File: src/rtl/update_knn18_mul_arbiter.sv
// Round-robin arbiter sharing one 2-stage 17x15 multiplier between NUM_REQ requesters.
// Optional stats counters enabled by UPDATE_KNN18_MUL_ARB_STATS_EN.
module update_knn18_mul_arbiter #(
  parameter int NUM_REQ = 4,
  parameter int ID_W    = 2,
  parameter int A_W     = 17,
  parameter int B_W     = 15,
  parameter int P_W     = 32
) (
  input  logic                   clk,
  input  logic                   reset,
  input  logic [NUM_REQ-1:0]     req_valid,
  output logic [NUM_REQ-1:0]     req_ready,
  input  logic [NUM_REQ*A_W-1:0] req_a,
  input  logic [NUM_REQ*B_W-1:0] req_b,
  output logic                   res_valid,
  input  logic                   res_ready,
  output logic [ID_W-1:0]        res_id,
  output logic [P_W-1:0]         res_p,
  output logic                   mul_ce,
  output logic [A_W-1:0]         mul_din0,
  output logic [B_W-1:0]         mul_din1,
`ifdef UPDATE_KNN18_MUL_ARB_STATS_EN
  input  logic [P_W-1:0]         mul_dout,
  output logic [31:0]            stat_issue_cnt,
  output logic [31:0]            stat_stall_cnt
`else
  input  logic [P_W-1:0]         mul_dout
`endif
);

  logic            v0;
  logic            v1;
  logic [ID_W-1:0] id0;
  logic [ID_W-1:0] id1;
  logic [ID_W-1:0] rr_ptr;
  logic [ID_W-1:0] rr_nxt;
  logic [ID_W-1:0] gnt_idx;
  logic            gnt_any;
  logic            adv;
  logic            hs;
  int              sel;

  assign adv    = ~v1 | res_ready;
  assign mul_ce = adv;
  assign hs     = adv & gnt_any & ~reset;

  // first valid requester at or after rr_ptr, wrapping
  always_comb begin
    gnt_any = 1'b0;
    gnt_idx = '0;
    sel     = 0;
    for (int k = 0; k < NUM_REQ; k++) begin
      sel = int'(rr_ptr) + k;
      if (sel >= NUM_REQ) sel = sel - NUM_REQ;
      if (!gnt_any && req_valid[sel]) begin
        gnt_any = 1'b1;
        gnt_idx = ID_W'(sel);
      end
    end
  end

  always_comb begin
    req_ready = '0;
    if (hs) req_ready[gnt_idx] = 1'b1;
  end

  assign mul_din0 = hs ? req_a[int'(gnt_idx)*A_W +: A_W] : '0;
  assign mul_din1 = hs ? req_b[int'(gnt_idx)*B_W +: B_W] : '0;

  assign rr_nxt = (gnt_idx == ID_W'(NUM_REQ - 1)) ? '0
                : gnt_idx + 1'b1;

  // shadow of the multiplier pipeline, stepped by the same ce
  always_ff @(posedge clk or posedge reset) begin
    if (reset) begin
      v0     <= 1'b0;
      v1     <= 1'b0;
      id0    <= '0;
      id1    <= '0;
      rr_ptr <= '0;
    end else if (adv) begin
      v0  <= hs;
      id0 <= gnt_idx;
      v1  <= v0;
      id1 <= id0;
      if (hs) rr_ptr <= rr_nxt;
    end
  end

  assign res_valid = v1;
  assign res_id    = id1;
  assign res_p     = mul_dout;

`ifdef UPDATE_KNN18_MUL_ARB_STATS_EN
  always_ff @(posedge clk or posedge reset) begin
    if (reset) begin
      stat_issue_cnt <= '0;
      stat_stall_cnt <= '0;
    end else begin
      if (hs && stat_issue_cnt != '1)
        stat_issue_cnt <= stat_issue_cnt + 1'b1;
      if (v1 && !res_ready && stat_stall_cnt != '1)
        stat_stall_cnt <= stat_stall_cnt + 1'b1;
    end
  end
`endif

endmodule
File: config.mk
export PLATFORM = sky130hd
export DESIGN_NAME = update_knn18_mul_arbiter
export DESIGN_NICKNAME = d
export VERILOG_FILES = /design/src/rtl/update_knn18_mul_arbiter.sv
export SDC_FILE = /design/constraint.sdc
export NUM_CORES = 1
export LEC_CHECK = 0
export CAP_MARGIN = 25
export CORE_AREA = 2 2 92 94
export CTS_CLUSTER_SIZE = 24
export DETAILED_ROUTE_END_ITERATION = 12
export DIE_AREA = 0 0 94 96
export PLACE_DENSITY = 0.74
export SYNTH_ARGS = -nofsm -noshare
export SYNTH_HDL_FRONTEND = slang
export SYNTH_SLANG_ARGS = --single-unit
File: constraint.sdc
create_clock -name clk -period 2.3 [get_ports clk]
set_clock_uncertainty 0.15 [all_clocks]
set_input_delay 0.23 -clock clk [delete_from_list [all_inputs] [get_ports clk]]
set_output_delay 0.23 -clock clk [all_outputs]
set_load 0.02 [all_outputs]
==> metrics.cfg, run 1 <==
[run_status]
status=finished, violations left
violations=negative setup slack

[timing]
final_max_slew_viol_count=0
maxSlewHeadroom_pct=77.9
finalSetupViolCount=9
layout_min_cycle_time_ps=2310
hold_ws_ps=204
timing.fmax_ghz=0.433
worst_slack_ps=-10.2
worstMarginPinSlew_ps=331
rsz0062_at_grt=true
min_period_over_period_pct=100
hold_violations=0

[die]
ioPinCount=239
coreArea_mm2=0.00805
rows=33
die_w_um=94
dieArea_mm2=0.00902
die_h_um=96
initial_core_util_pct=22.2

[power]
p_int_mw=1.90
pwr-share-comb_pct=87.4
seq_power_share_pct=7.3
p_leak_nw=1.73
power_switching_mw=1.23
finalPower_mw=3.13
power_density_mw_per_mm2=761
ir_drop_mv=0.319
clockPowerShare_pct=5.2
sw_frac_of_total_pct=39.4

[yosys]
synthArstFlopShare_pct=100
synth_area_mm2=0.00179
yosysMostFrequentCell=mux2i_1
synth_area_per_cell_um2=9.67
synth_edf_count=0
yosysUniqueCellTypes=30
synth.area.top_cells=mux2i_1 36%, o22ai_2 17%, buf_4 16%, dfrtp_1 11%, o22ai_1 3.1%
yosysWarnings=0
syn_nets=353
syn_inst=185
yosys-top-cells-count=65 x mux2i_1, 37 x buf_4, 24 x o22ai_2
synth-seq-cells=8
yosysTopAreaCell=mux2i_1
synthFlopType=dfrtp_1
synth.top_cell.area_share_pct=36.4
yosysSeqAreaShare_pct=11.2

[worst_setup_path]
crit-reg2reg-launch=rr_ptr[1]$_DFFE_PP0P_
crit_type=flop to output port
critPathArrivalTime_ps=1930
worstSetupStartpointType=flop
r2r_cells=7
crit_fanout=19
worst-endpoint-required_ps=1920
endpoint_kind=output port
r2r_slack_ps=350
startpoint=rr_ptr[1]$_DFFE_PP0P_

[clock_tree]
htreeDepth=1
clk_latency_ps=220
clock_path_buffers=2
cts_tree=done
cts_buffers=3
clk_pin_slew_ps=40
cts.root.buffer_cell=clkbuf_8
clock_sinks=8

[detailed_routing]
drtPass1Iterations=4
num_vias=2092
route.detailed.drc=0
wl_um=7420
routed_via_density=4.54
drt_iter0_drc=35
wl_per_cell_um=16.1
ant_nets=0

[hold_path]
hp-class=input port to asynchronous set/reset pin

[placed_design]
placed_area_mm2=0.00360
numPortBuffers=174
gp_congestion=0.750
dp_hpwl_um=5530
place_ws_ps=-559

[finish]
nets=526
postLayoutCellArea_mm2=0.00411
drive_gt1_share_pct=39.9
antennaDiodeCount=0
area_delta_synth_final_pct=130

[global_route]
track_usage_pct=15.1
antenna_found_initial=0
grt_max_degree=20
grt_pass1_vias=2276
grt_pass1_wl_um=10700
grt_overflow=0

[job]
max_cap_viol_count=0

==> registers in the layout, indices dropped and copies added, names as in the netlist <==
register / count
id0: 2
res_id: 2
rr_ptr: 2
res_valid: 1
v0: 1
==> final timing paths <==
path | to
min in group clk | res_p[10]
worst max register to register | rr_ptr[1]$_DFFE_PP0P_
worst max-delay path | mul_din0[11]
max in group asynchronous | rr_ptr[1]$_DFFE_PP0P_
worst min register to register | res_valid$_DFFE_PP0P_
worst min-delay path | res_valid$_DFFE_PP0P_
==> cell type report <==
type | instances | area [um^2]
Timing Repair Buffer | 215 | 2290
Inverter | 4 | 20.0
Fill cell | 742 | 3940
Sequential cell | 8 | 200
Multi-Input combinational cell | 126 | 1430
Tap cell | 105 | 131
Clock buffer | 3 | 41.3
==> routing by layer <==
layer | up-vias | wire [um] | share of wire, % | GRT usage [%]
li1 | 1005 | - | - | -
met1 | 956 | 2660 | 36 | 15.6
met2 | 117 | 3940 | 53 | 29.9
met3 | 14 | 684 | 9.2 | 3.76
met4 | 0 | 125 | 1.7 | 4.23
met5 | - | 0 | 0 | 0
==> worst max-delay path, cell delays in order (launching register included) <==
cell      delay [ps]
dfrtp_1          380
mux2i_1          200
nor2_1            60
or3_4            410
clkinv_4          70
nand2_4           60
buf_12           160
o22ai_2          200
buf_6            140
==> logic make-up after synthesis <==
family,count (synthesis),share of synthesized area (%)
adders and majority gates,1,0.699
and+or+nand+nor,17,6.51
DFF,8,11.2
muxes,69,38.9
buffers and inverters,51,20.8
AOI/OAI and AO/OA,39,22.0
==> power by group through the flow <==
stage | Combinational, mW | Sequential (mW) | Clock (mW)
floorplan | 1.26 | 0.251 | 0
global placement | 2.14 | 0.230 | 0
detailed placement | 2.17 | 0.237 | 0
finish | 2.74 | 0.230 | 0.163
global route | 2.89 | 0.239 | 0.178
CTS | 2.47 | 0.232 | 0.168
==> timing repair <==
item                       in CTS  in global routing
setup buffers                   9                  3
setup endpoints to repair      36                 35
pin swaps                       4                  6
cloned                          5                  2
resized for setup             186                 69
hold buffers                    0                  0
==> cells in the final DEF, fill, tap and decap left out, drive strengths merged, types with 3 or more instances in the layout <==
cell | synthesis | routed
mux2 | 4 | 4
clkdlybuf4s50 | 0 | 135
dfrtp | 8 | 8
mux2i | 65 | 65
nand2 | 4 | 4
buf | 46 | 74
dlygate4sd2 | 0 | 3
a21oi | 3 | 3
nor2 | 3 | 3
inv | 3 | 3
o22ai | 33 | 33
clkbuf | 1 | 6
==> stage by stage <==
| stage | std cells | utilization, % | setup TNS [ps] |
|---|---|---|---|
| global placement | 442 | 44.8 | -17030 |
| detailed placement | 442 | 44.8 | -18110 |
| CTS | 459 | 47.9 | -863 |
| floorplan | 185 | - | 0 |
| finish | 461 | 51.1 | -40.1 |
| global route | 461 | 51.1 | -2520 |
Note: power is estimated with default switching activity, not from simulation.
==> run 2, diff against run 1 <==
- MAX_ROUTING_LAYER: unset -> met4
==> metrics.cfg, run 2 (synthesis results as in run 1) <==
[power]
power_density_mw_per_mm2=761  ; -0.10%
pwr-share-comb_pct=87.4  ; about the same
p_int_mw=1.89  ; -0.14%
sw_frac_of_total_pct=39.4  ; about the same
p_leak_nw=1.73  ; about the same
clockPowerShare_pct=5.2  ; about the same
power_switching_mw=1.23  ; -0.27%
ir_drop_mv=0.317  ; -0.64%
seq_power_share_pct=7.4  ; about the same

[global_route]
grt_overflow=0  ; unchanged
track_usage_pct=15.5  ; +0.43 points
grt_max_degree=20  ; unchanged
grt_pass1_vias=2278  ; +0.088%
antenna_found_initial=0  ; unchanged
grt_pass1_wl_um=10700  ; about the same

[clock_tree]
clock_path_buffers=2  ; unchanged
clk_pin_slew_ps=40  ; about the same
clock_sinks=8  ; unchanged
cts_tree=done
cts_hold_buf=0  ; unchanged
cts_buffers=3  ; unchanged
htreeDepth=1  ; unchanged
cts.root.buffer_cell=clkbuf_8
clk_latency_ps=220  ; about the same

[job]
max_cap_viol_count=0  ; unchanged

[finish]
final.fill_count=743  ; +0.13%
final_cell_mix=135 x clkdlybuf4s50_1, 48 x mux2i_1, 33 x buf_6, 28 x o22ai_2, 26 x buf_4
drive_gt1_share_pct=39.9  ; unchanged
fin_cells=461  ; unchanged
post-route-util_pct=51.0  ; about the same
layout_commonest_cell=clkdlybuf4s50_1
area_delta_synth_final_pct=130  ; about the same
antennaDiodeCount=0  ; unchanged
nets=526  ; unchanged

[die]
rows=33  ; unchanged
die_w_um=94  ; unchanged
dieArea_mm2=0.00902  ; unchanged
die_h_um=96  ; unchanged
ioPinCount=239  ; unchanged
coreArea_mm2=0.00805  ; unchanged
initial_core_util_pct=22.2  ; unchanged

[worst_setup_path]
crit-reg2reg-launch=rr_ptr[1]$_DFFE_PP0P_
worst-endpoint-required_ps=1920  ; about the same
reg2reg_to=rr_ptr[1]$_DFFE_PP0P_
r2r_slack_ps=350  ; about the same
crit_type=flop to output port
r2r_cells=7  ; unchanged
critPathArrivalTime_ps=1930  ; about the same
crit_fanout=19  ; unchanged
worstSetupStartpointType=flop
endpoint_kind=output port

[detailed_routing]
drtPass1Iterations=4  ; unchanged
num_vias=2093  ; +0.048%
wl_um=7420  ; +0.12%
routed_via_density=4.54  ; about the same
wl_per_cell_um=16.1  ; +0.12%
route.detailed.drc=0  ; unchanged
ant_nets=0  ; unchanged
drt_iter0_drc=28  ; -20%

[timing]
final_max_slew_viol_count=0  ; unchanged
timing.fmax_ghz=0.433  ; about the same
hold_violations=0  ; unchanged
finalSetupViolCount=11  ; +2
worstMarginPinSlew_ps=331  ; -0.270 ps
hold_ws_ps=204  ; +0.0610 ps
maxSlewHeadroom_pct=77.9  ; about the same
min_period_over_period_pct=100  ; about the same
layout_min_cycle_time_ps=2310  ; +1.19 ps
rsz0062_at_grt=true
worst_slack_ps=-11.4  ; -1.19 ps

[run_status]
status=finished, violations left
violations=negative setup slack

[placed_design]
dp_cells=442  ; unchanged
dp_hpwl_um=5530  ; unchanged
gp_congestion=0.760  ; +1.3%
place_ws_ps=-559  ; unchanged
numPortBuffers=174  ; unchanged

[hold_path]
hp-class=input port to asynchronous set/reset pin

-- run 2: cell types whose count changed in the layout (fill, tap and decap cells not counted) --
| cell | change |
|---|---|
| buf_4 | +1 |
| buf_6 | -1 |
-- run 2: timing repair --
item,in CTS,in global routing
setup buffers,9,3
pin swaps,4,6
setup endpoints to repair,36,35
resized for setup,186,68
gates cloned,5,2
-- run 2: layout make-up --
class | count | area, um^2 | area share (%)
Clock buffer | 3 | 41.3 | 1.00
Inverter | 4 | 20.0 | 0.487
Multi-Input combinational cell | 126 | 1430 | 34.8
Sequential cell | 8 | 200 | 4.87
Tap cell | 105 | 131 | 3.20
Timing Repair Buffer | 215 | 2280 | 55.6
-- run 2: how the worst max path moves through the flow --
stage / from / end / slack [ps] / cells after the start
2_1_floorplan: res_valid$_DFFE_PP0P_ / mul_din1[10] / 150 / 6
3_3_place_gp: req_valid[2] / mul_din0[5] / -520 / 9
3_5_place_dp: req_valid[0] / mul_din0[1] / -560 / 8
4_1_cts: rr_ptr[1]$_DFFE_PP0P_ / mul_din0[16] / -60 / 9
5_1_grt: rr_ptr[1]$_DFFE_PP0P_ / mul_din1[14] / -120 / 8
6_report: rr_ptr[1]$_DFFE_PP0P_ / mul_din0[11] / -10 / 8
-- run 2: power by group through the flow --
stage / clock [mW] / sequential (mW) / combinational [mW]
final: 0.163 / 0.230 / 2.73
after global routing: 0.178 / 0.239 / 2.89
after CTS: 0.168 / 0.232 / 2.47
after detailed placement: 0 / 0.237 / 2.17
after global placement: 0 / 0.230 / 2.14
after floorplan: 0 / 0.251 / 1.26
-- run 2: per-stage QoR --
stage               setup TNS [ps]  power [mW]  instance area (um^2)
floorplan                        0        1.52                  1790
global placement            -17030        2.37                  3600
detailed placement          -18110        2.41                  3600
CTS                           -863        2.87                  3850
global route                 -2540        3.31                  4110
finish                       -57.0        3.13                  4110
-- run 2: per-layer routing --
layer / track usage (%) / up-vias / wire length, um
li1: - / 1006 / -
met1: 16.0 / 956 / 2730
met2: 29.9 / 117 / 3940
met3: 3.13 / 14 / 634
met4: 4.23 / 0 / 125
met5: - / - / 0
-- run 2: critical path, stage by stage (launching register included) --
cell and delay, ps:
dfrtp_1 390, mux2i_1 200, nor2_1 60, or3_4 410, clkinv_4 70, nand2_4 60
buf_12 160, o22ai_2 200, buf_6 140
==> run 3, diff against run 2 <==
- SLEW_MARGIN: unset -> 20
==> results of run 3 <==
Same layout as run 2: the final DEF is identical, and so are final timing and power.
